### src/rtl/fifo_pkg.sv
// Shared types and width helpers for the single-clock FIFO.
package fifo_pkg;

    typedef enum logic {
        STD  = 1'b0,
        FWFT = 1'b1
    } fifo_mode_e;

    function automatic int ptr_w(input int depth);
        return (depth > 1) ? $clog2(depth) : 1;
    endfunction

    function automatic int cnt_w(input int depth);
        return $clog2(depth + 1);
    endfunction

endpackage

### src/rtl/sync_fifo_ctrl_if.sv
// Push/pop bus and status flags of the single-clock FIFO.
interface sync_fifo_ctrl_if import fifo_pkg::*; #(
    parameter int Width = 8,
    parameter int Depth = 8
);
    localparam int CW = cnt_w(Depth);

    logic             clear_i;
    logic             write_i;
    logic [Width-1:0] w_data_i;
    logic             read_i;
    logic [Width-1:0] r_data_o;
    logic             r_valid_o;
    logic [CW-1:0]    count_o;
    logic             full_flag_o;
    logic             empty_flag_o;
    logic             almost_full_o;
    logic             almost_empty_o;
    logic             overflow_o;
    logic             underflow_o;

    modport master (
        output clear_i, write_i, w_data_i, read_i,
        input  r_data_o, r_valid_o, count_o,
        input  full_flag_o, empty_flag_o,
        input  almost_full_o, almost_empty_o,
        input  overflow_o, underflow_o
    );

    modport slave (
        input  clear_i, write_i, w_data_i, read_i,
        output r_data_o, r_valid_o, count_o,
        output full_flag_o, empty_flag_o,
        output almost_full_o, almost_empty_o,
        output overflow_o, underflow_o
    );

endinterface

### src/rtl/fifo_mem.sv
// Depth x Width register array: synchronous write, asynchronous read.
module fifo_mem #(
    parameter int Width = 8,
    parameter int Depth = 8,
    parameter int PW    = 3
) (
    input  logic             clk_i,
    input  logic             we_i,
    input  logic [PW-1:0]    waddr_i,
    input  logic [Width-1:0] wdata_i,
    input  logic [PW-1:0]    raddr_i,
    output logic [Width-1:0] rdata_o
);

    logic [Width-1:0] mem_q [Depth];

    always_ff @(posedge clk_i) begin
        if (we_i) mem_q[waddr_i] <= wdata_i;
    end

    assign rdata_o = mem_q[raddr_i];

endmodule

### src/rtl/sync_fifo_ctrl.sv
// Single-clock FIFO controller: pointers, occupancy, flags, sticky errors.
module sync_fifo_ctrl import fifo_pkg::*; #(
    parameter int Width       = 8,
    parameter int Depth       = 8,
    parameter int AlmostFull  = 6,
    parameter int AlmostEmpty = 1,
    parameter bit Fwft        = 1'b0
) (
    input logic             clk_i,
    input logic             rst_i,
    sync_fifo_ctrl_if.slave bus
);

    localparam int PW = ptr_w(Depth);
    localparam int CW = cnt_w(Depth);
    localparam fifo_mode_e Mode = Fwft ? FWFT : STD;

    logic [PW-1:0]    wr_ptr_q, wr_ptr_d;
    logic [PW-1:0]    rd_ptr_q, rd_ptr_d;
    logic [CW-1:0]    count_q, count_d;
    logic [Width-1:0] rdata_q, rdata_d;
    logic [Width-1:0] mem_rdata;
    logic             rvalid_q, rvalid_d;
    logic             ovf_q, ovf_d;
    logic             unf_q, unf_d;
    logic             full, empty, rd_acc, wr_acc;

    function automatic logic [PW-1:0] incr(input logic [PW-1:0] p);
        return (p == PW'(Depth - 1)) ? '0 : p + 1'b1;
    endfunction

    assign full   = (count_q == CW'(Depth));
    assign empty  = (count_q == '0);
    assign rd_acc = bus.read_i & ~empty;
    assign wr_acc = bus.write_i & (~full | rd_acc);

    fifo_mem #(
        .Width (Width),
        .Depth (Depth),
        .PW    (PW)
    ) u_mem (
        .clk_i   (clk_i),
        .we_i    (wr_acc & ~bus.clear_i),
        .waddr_i (wr_ptr_q),
        .wdata_i (bus.w_data_i),
        .raddr_i (rd_ptr_q),
        .rdata_o (mem_rdata)
    );

    always_comb begin
        wr_ptr_d = wr_ptr_q;
        rd_ptr_d = rd_ptr_q;
        count_d  = count_q;
        rdata_d  = rdata_q;
        rvalid_d = 1'b0;
        ovf_d    = ovf_q;
        unf_d    = unf_q;
        if (bus.clear_i) begin
            wr_ptr_d = '0;
            rd_ptr_d = '0;
            count_d  = '0;
            ovf_d    = 1'b0;
            unf_d    = 1'b0;
        end else begin
            if (wr_acc) wr_ptr_d = incr(wr_ptr_q);
            if (rd_acc) begin
                rd_ptr_d = incr(rd_ptr_q);
                rdata_d  = mem_rdata;
                rvalid_d = 1'b1;
            end
            unique case ({wr_acc, rd_acc})
                2'b10:   count_d = count_q + 1'b1;
                2'b01:   count_d = count_q - 1'b1;
                default: count_d = count_q;
            endcase
            // a pop in the same cycle frees the slot, so that push is legal
            if (bus.write_i & full & ~rd_acc) ovf_d = 1'b1;
            if (bus.read_i & empty) unf_d = 1'b1;
        end
    end

    always_ff @(posedge clk_i or posedge rst_i) begin
        if (rst_i) begin
            wr_ptr_q <= '0;
            rd_ptr_q <= '0;
            count_q  <= '0;
            rdata_q  <= '0;
            rvalid_q <= 1'b0;
            ovf_q    <= 1'b0;
            unf_q    <= 1'b0;
        end else begin
            wr_ptr_q <= wr_ptr_d;
            rd_ptr_q <= rd_ptr_d;
            count_q  <= count_d;
            rdata_q  <= rdata_d;
            rvalid_q <= rvalid_d;
            ovf_q    <= ovf_d;
            unf_q    <= unf_d;
        end
    end

    // FWFT masks the unreset memory so an empty FIFO shows zero
    assign bus.r_data_o = (Mode == FWFT) ? (empty ? '0 : mem_rdata)
                                         : rdata_q;
    assign bus.r_valid_o      = (Mode == FWFT) ? ~empty : rvalid_q;
    assign bus.count_o        = count_q;
    assign bus.full_flag_o    = full;
    assign bus.empty_flag_o   = empty;
    assign bus.almost_full_o  = (count_q >= CW'(AlmostFull));
    assign bus.almost_empty_o = (count_q <= CW'(AlmostEmpty));
    assign bus.overflow_o     = ovf_q;
    assign bus.underflow_o    = unf_q;

endmodule
### src/flat_wrapper.sv
// flat-port wrapper written by rule: the top's interface ports become plain ports
module sync_fifo_ctrl_flat import fifo_pkg::*;
#(
    parameter int Width       = 8,
    parameter int Depth       = 8,
    parameter int AlmostFull  = 6,
    parameter int AlmostEmpty = 1,
    parameter bit Fwft        = 1'b0
)
  (clk_i, rst_i, bus_clear_i, bus_write_i, bus_w_data_i, bus_read_i, bus_r_data_o, bus_r_valid_o, bus_count_o, bus_full_flag_o, bus_empty_flag_o, bus_almost_full_o, bus_almost_empty_o, bus_overflow_o, bus_underflow_o);
  sync_fifo_ctrl_if #(.Width(Width), .Depth(Depth)) bus_i ();
  input logic clk_i;
  input logic rst_i;
  input wire logic [$bits(bus_i.clear_i)-1:0] bus_clear_i;
  input wire logic [$bits(bus_i.write_i)-1:0] bus_write_i;
  input wire logic [$bits(bus_i.w_data_i)-1:0] bus_w_data_i;
  input wire logic [$bits(bus_i.read_i)-1:0] bus_read_i;
  output wire logic [$bits(bus_i.r_data_o)-1:0] bus_r_data_o;
  output wire logic [$bits(bus_i.r_valid_o)-1:0] bus_r_valid_o;
  output wire logic [$bits(bus_i.count_o)-1:0] bus_count_o;
  output wire logic [$bits(bus_i.full_flag_o)-1:0] bus_full_flag_o;
  output wire logic [$bits(bus_i.empty_flag_o)-1:0] bus_empty_flag_o;
  output wire logic [$bits(bus_i.almost_full_o)-1:0] bus_almost_full_o;
  output wire logic [$bits(bus_i.almost_empty_o)-1:0] bus_almost_empty_o;
  output wire logic [$bits(bus_i.overflow_o)-1:0] bus_overflow_o;
  output wire logic [$bits(bus_i.underflow_o)-1:0] bus_underflow_o;
  assign bus_i.clear_i = bus_clear_i;
  assign bus_i.write_i = bus_write_i;
  assign bus_i.w_data_i = bus_w_data_i;
  assign bus_i.read_i = bus_read_i;
  assign bus_r_data_o = bus_i.r_data_o;
  assign bus_r_valid_o = bus_i.r_valid_o;
  assign bus_count_o = bus_i.count_o;
  assign bus_full_flag_o = bus_i.full_flag_o;
  assign bus_empty_flag_o = bus_i.empty_flag_o;
  assign bus_almost_full_o = bus_i.almost_full_o;
  assign bus_almost_empty_o = bus_i.almost_empty_o;
  assign bus_overflow_o = bus_i.overflow_o;
  assign bus_underflow_o = bus_i.underflow_o;
  sync_fifo_ctrl #(.Width(Width), .Depth(Depth), .AlmostFull(AlmostFull), .AlmostEmpty(AlmostEmpty), .Fwft(Fwft)) u_core (.clk_i(clk_i), .rst_i(rst_i), .bus(bus_i));
endmodule
### config.mk
export PLATFORM = sky130hd
export DESIGN_NAME = sync_fifo_ctrl_flat
export DESIGN_NICKNAME = d
export VERILOG_FILES = /design/src/rtl/fifo_pkg.sv /design/src/rtl/sync_fifo_ctrl_if.sv /design/src/rtl/fifo_mem.sv /design/src/rtl/sync_fifo_ctrl.sv /design/src/flat_wrapper.sv
export SDC_FILE = /design/constraint.sdc
export NUM_CORES = 1
export LEC_CHECK = 0
export CORE_ASPECT_RATIO = 1.25
export CORE_MARGIN = 3
export CORE_UTILIZATION = 64
export CTS_BUF_LIST = sky130_fd_sc_hd__clkbuf_8
export DETAILED_ROUTE_END_ITERATION = 6
export PLACE_DENSITY = 0.89
export SLEW_MARGIN = 20
export SYNTH_ARGS = -nofsm -noshare
export SYNTH_HDL_FRONTEND = slang
export SYNTH_SLANG_ARGS = --single-unit
### constraint.sdc
create_clock -name clk_i -period 4.25 [get_ports clk_i]
set_input_delay 0.85 -clock clk_i [delete_from_list [all_inputs] [get_ports clk_i]]
set_output_delay 0.85 -clock clk_i [all_outputs]
set_load 0.03 [all_outputs]
-- Yosys cells after proc, flatten, opt, wreduce, memory -nomap -nowiden
Memory sizes are Yosys's and may differ from the RTL's. A register that Yosys moved wholly into a read port is not among the register bits.
Index checks and enable logic that the tools add are counted.
- add/sub/neg operators: 4
- magnitude comparators: 2
- equal/unequal tests: 5
- mux-type cells: 16
- bitwise gates (word level): 11
- reduce and logical (&&, ||, !) cells: 7
- operators with widths (kind ; number):
    two-way mux 3 bit ; 6
    two-way mux 1 bit ; 8
    case mux 4 bit (2 select lines) ; 1
    nonzero test 2 bit ; 4
    adder 3 x 1 -> 3 bit, second input constant ; 2
    bitwise AND 1 bit ; 6
    == test 3 bit, second input constant ; 2
    adder 4 x 1 -> 4 bit, second input constant ; 1
    == test 4 bit, second input constant ; 1
    >= comparator 4 x 3 -> 1 bit, second input constant ; 1
    less-or-equal comparator 4 x 1 -> 1 bit, second input constant ; 1
    zero test 4 bit ; 1
    two-way mux 4 bit ; 1
    NOT 1 bit ; 4
    subtractor 4 x 1 -> 4 bit, second input constant ; 1
    nonzero test 3 bit ; 1
    == test 2 x 1 -> 1 bit, second input constant ; 1
    == test 2 bit, second input constant ; 1
    AND reduction 2 bit ; 1
    OR 1 bit ; 1
- register bits after elaboration: 13
- RAM bits: 64
- word-level logic and storage cells: 52
- memories: 1
- memory list (name ; depth ; bits a word ; rd ports ; clocked after Yosys merged registers in ; write ports ; RTL line ; text):
    u_core.u_mem.mem_q ; 8 ; 8 ; 1 ; 1 ; 1 ; fifo_mem.sv:15 ; logic [Width-1:0] mem_q [Depth];

-- Logic depth before layout (Yosys ltp)
- depth after elaboration: 8
- gate-level depth with buffers: 8

-- Modules after synthesis
Synthesis repeated with hierarchy kept, for this count alone.
- cell total of the unflattened synthesis: 212
- area, all modules: 3697.3 um^2
- by module, submodules not included (module ; instances ; cells each ; area each (um^2)):
    fifo_mem ; 1 ; 106 ; 2531.2
    sync_fifo_ctrl ; 1 ; 106 ; 1166.1

-- Worst setup path before layout
No wires, ideal clock.
- path type: input to register
- from: in bus_write_i
- to: mem u_core.u_mem.mem_q[0][0] (enable)
- setup time: 0.383 ns
- data arrival time: 2.243 ns
- slack: 1.623 ns
- stages on the path: 4
- cell sequence: clkbuf_1 o21ai_1 or3_1 nor3_1
- longest elaborated chain between the ends: 4
- RTL lines (item ; RTL line ; text):
    from (decl) ; flat_wrapper.sv:15 ; input wire logic [$bits(bus_i.write_i)-1:0] bus_write_i;
    bitwise AND 1 bit ; sync_fifo_ctrl.sv:35 ; assign wr_acc = bus.write_i & (~full | rd_acc);
    bitwise AND 1 bit ; sync_fifo_ctrl.sv:43 ; .we_i (wr_acc & ~bus.clear_i),
    two-way mux 1 bit ; fifo_mem.sv:18 ; if (we_i) mem_q[waddr_i] <= wdata_i;
    two-way mux 1 bit (implied by the code) ; fifo_mem.sv:18 ;
    to (decl) ; fifo_mem.sv:15 ;
Every way passes these cells.

-- Worst setup path after layout
- from: reg u_core.count_q[1], in the netlist u_core.bus.count_o[1]
- to: out bus_empty_flag_o
- longest elaborated chain between the ends: 1
- RTL lines (item ; RTL line ; text):
    from (decl) ; sync_fifo_ctrl.sv:20 ; logic [CW-1:0] count_q, count_d;
    from (signal assigned) ; sync_fifo_ctrl.sv:94 ; count_q <= count_d;
    zero test 4 bit ; sync_fifo_ctrl.sv:33 ; assign empty = (count_q == '0);
    to (decl) ; flat_wrapper.sv:22 ; output wire logic [$bits(bus_i.empty_flag_o)-1:0] bus_empty_flag_o;
Every way passes these cells.

==> run metrics <==
kind of critical path reg2out; antenna diode instance count 0; type of element capturing the critical path output pin; final count of negative-setup-slack endpoints 0; Clock Path Buffers 2; worst skew pair latency 0.35 ns; CTS sink count 85; fraction of final layout cells with drive strength greater than 1 15.1%; clock tree from TritonCTS done; Pins Over Slew Limit 0; sequential cell area fraction in the yosys report 69.1%; worst IR drop on VDD 0.338 mV; DIE AREA 0.00647 mm²; adder and majority gate portion of the synthesized area 3.18%; area added between synthesis and finish 16.0%; share of the synthesized area in compound gates (AO/OA/AOI/OAI) 4.03%; dominant combinational cell family by area after synthesis multiplexers; vias in the first global route 2089; total wire length after detailed routing 6.70 mm; pwr/cell area approximately 540 mW/mm²; total instance count after detailed placement 305; average routed wire per standard cell 20.9 µm; type of origin of the critical path flip-flop; final worst path period share 74.3%; horizontal extent of the die around 73 µm; result of the run complete, no violations; leakage component of the power 1.47 nW; critical-path cell with the highest stage delay sky130_fd_sc_hd__clkdlybuf4s50_1; setup repair after global routing missed its margin no; GRT Util Overall 23.3%; hold-fix buffer count after cts 0; maximum capacitance violations 0; maximum fanout encountered on the critical timing path 7; synthesized net count between 200 and 250; CTS resizes 0; buffers inserted during post-CTS setup optimization 0; Post-Synth XOR/XNOR Area 0.495%; class of the tightest hold or removal check reg2reg; clock buffer count from CTS 9; maximum achievable frequency 0.317 GHz; area share of and/or/nand/nor cells after synthesis 7.35%; clock-pin slew on the worst setup and hold paths about 0.090 ns; pin count of the biggest net entering global routing 22; post-synth design cell area 0.00354 mm²; overall die height slightly below 90 µm; most area-hungry cell type in the Yosys netlist sky130_fd_sc_hd__edfxtp_1; global-route wire length before repair 10.7 mm; Critical path buffers and inverters 2; vias after detailed routing 2008; Core ar. 0.00523 mm²; H-tree levels 3; post-route setup TNS 0 ns; average via count per standard cell 6.26; instance count of the mapped netlist ~220; count of synthesis-stage warnings from yosys 0; Post-Route Utilization 78.6%; Data required, critical path roughly 3.4 ns; clock root buffer sky130_fd_sc_hd__clkbuf_8; Worst Max-Slew Pin Slew 0.798 ns; Post-Syn Area per Cell 16.2 µm²; number of standard cells in the final layout excluding fillers 321; multiplexer share of the synthesized area 13.9%; effective utilization at floorplan 67.8%; weighted congestion at the end of routability-driven global placement 0.818; clock skew approximately 0.013 ns; slowest cell delay on critical path 0.75 ns; # nets final 276; worst rel slew slack 46.6%; number of top-level pins 32; starting DRC count in detailed routing 192; cell class contributing the biggest share of worst-path delay buffers and inverters; first-pass detailed-route iteration total 4; Final ANT Viol Nets 0; area share of the largest cell type after synthesis 54.3%; cell types occupying the most area after synthesis sky130_fd_sc_hd__edfxtp_1 54%, sky130_fd_sc_hd__dfrtp_1 15%, sky130_fd_sc_hd__mux4_2 10%; # rows 29; count of input and output buffers 31; DRC violation count after routing 0; Critical Path AT 2.31 ns; final worst path period need ~3.2 ns; Synth cell types 30; cell-by-cell listing of the critical path inv_1 -> ha_1 -> nor3b_2 -> clkdlybuf4s50_1; FF+latch count, synth 85; Fin. Hold Viols 0; total congestion overflow 0; detailed placer's ending HPWL 4.35 mm; antenna violations before repair 0
==> layout by cell type (no fill, tap or decap), types with 3 or more instances in the layout <==
cell type,netlist,final
sky130_fd_sc_hd__a21oi_1,7,7
sky130_fd_sc_hd__nand2b_1,5,5
sky130_fd_sc_hd__mux4_2,16,16
sky130_fd_sc_hd__clkbuf_8,0,9
sky130_fd_sc_hd__o21ai_1,10,10
sky130_fd_sc_hd__nand2_1,15,15
sky130_fd_sc_hd__mux2i_1,11,11
sky130_fd_sc_hd__ha_1,9,9
sky130_fd_sc_hd__nor2_1,18,18
sky130_fd_sc_hd__dfrtp_1,21,20
sky130_fd_sc_hd__nor3_1,4,4
sky130_fd_sc_hd__or3_1,5,5
sky130_fd_sc_hd__inv_1,6,6
sky130_fd_sc_hd__edfxtp_1,64,64
sky130_fd_sc_hd__or3b_1,3,3
sky130_fd_sc_hd__clkdlybuf4s50_1,0,31
sky130_fd_sc_hd__o21ai_0,4,4
==> layer usage <==
metal / part of all wire (%) / vias up / GRT usage, % / routed length [µm]
met1: 39 / 999 / 28.5 / 2620
met2: 52 / 92 / 38.1 / 3470
met5: 0 / - / 0 / 0
met4: 2.3 / 0 / 10.6 / 157
met3: 6.6 / 17 / 7.31 / 444
li1: - / 900 / - / -
==> cells by family after synthesis <==
family	count (synthesis)
AO/OA/AOI/OAI	25
XOR/XNOR	2
adder cells (fa/ha/maj)	9
buffers and inverters	16
flip-flops	85
multiplexers	29
AND/OR/NAND/NOR	53
==> final timing paths <==
check,slack [ns],depth (start not counted),end,start
max reg2reg,1.60,6,u_core.u_mem.mem_q[4][1],u_core.bus.count_o[1]
min,0.49,2,u_core.bus.r_data_o[1],u_core.bus.r_data_o[1]
min reg2reg,0.49,2,u_core.bus.r_data_o[1],u_core.bus.r_data_o[1]
min in group asynchronous,0.93,2,u_core.bus.r_valid_o,rst_i
max in group asynchronous,2.77,2,u_core.rd_ptr_q[0],rst_i
max,1.09,4,bus_empty_flag_o,u_core.bus.count_o[1]
==> report_power, final <==
part	total (mW)	internal, mW	switching [mW]
combinational	0.581	0.264	0.317
sequential	1.04	0.957	0.0821
clock	0.582	0.281	0.301
==> synth_stat cells <==
cell type	number
sky130_fd_sc_hd__mux2i_1	11
sky130_fd_sc_hd__nor2b_1	1
sky130_fd_sc_hd__buf_2	4
sky130_fd_sc_hd__buf_4	1
sky130_fd_sc_hd__xor2_1	2
sky130_fd_sc_hd__inv_2	1
sky130_fd_sc_hd__or3_1	5
sky130_fd_sc_hd__dfrtp_1	21
sky130_fd_sc_hd__clkbuf_1	3
sky130_fd_sc_hd__o21ai_0	4
sky130_fd_sc_hd__buf_1	1
sky130_fd_sc_hd__edfxtp_1	64
sky130_fd_sc_hd__o21ai_1	10
sky130_fd_sc_hd__ha_1	9
sky130_fd_sc_hd__mux2_1	1
sky130_fd_sc_hd__nand2b_1	5
sky130_fd_sc_hd__nor3_1	4
sky130_fd_sc_hd__a21oi_1	7
sky130_fd_sc_hd__a31oi_1	1
sky130_fd_sc_hd__nand2_1	15
sky130_fd_sc_hd__mux2_2	1
sky130_fd_sc_hd__o311a_1	1
sky130_fd_sc_hd__nor2_1	18
sky130_fd_sc_hd__mux4_2	16
sky130_fd_sc_hd__nor3b_2	1
sky130_fd_sc_hd__o2111ai_1	1
sky130_fd_sc_hd__or3b_1	3
sky130_fd_sc_hd__nand4b_1	1
sky130_fd_sc_hd__a211oi_2	1
sky130_fd_sc_hd__inv_1	6
==> worst reg2reg max path: stages (launching register included) <==
cell                       delay, ns
sky130_fd_sc_hd__dfrtp_1        0.48
sky130_fd_sc_hd__inv_1          0.14
sky130_fd_sc_hd__ha_1           0.23
sky130_fd_sc_hd__nand2b_1       0.20
sky130_fd_sc_hd__o21ai_1        0.21
sky130_fd_sc_hd__or3_1          0.46
sky130_fd_sc_hd__nor2_1         0.58
==> final cells by class <==
class	instances	area (µm²)
Clock inverter	7	81.3
Fill cell	296	1120
Multi-Input combinational cell	118	1030
Timing Repair Buffer	33	325
Clock buffer	9	124
Sequential cell	85	2450
Inverter	7	26.3
Tap cell	62	77.6
==> per-stage QoR <==
stage	power (mW)	hold slack (ns)	setup WS [ns]	instance area, µm²
after floorplan	1.42	0.544	1.62	3540
after global placement	1.61	0.465	1.24	3900
after detailed placement	1.63	0.475	1.13	3900
after CTS	2.21	0.494	1.09	4110
after global routing	2.31	0.503	0.977	4110
final	2.20	0.489	1.09	4110
==> flip-flops by register name (all words and copies together) (netlist names) <==
register / cells
u_core.bus.underflow_o: 1
u_core.wr_ptr_q: 3
u_core.bus.count_o: 4
u_core.u_mem.mem_q: 64
u_core.bus.r_valid_o: 1
u_core.bus.r_data_o: 8
u_core.rd_ptr_q: 3
u_core.bus.overflow_o: 1
Power figures use the tool's default switching activity.
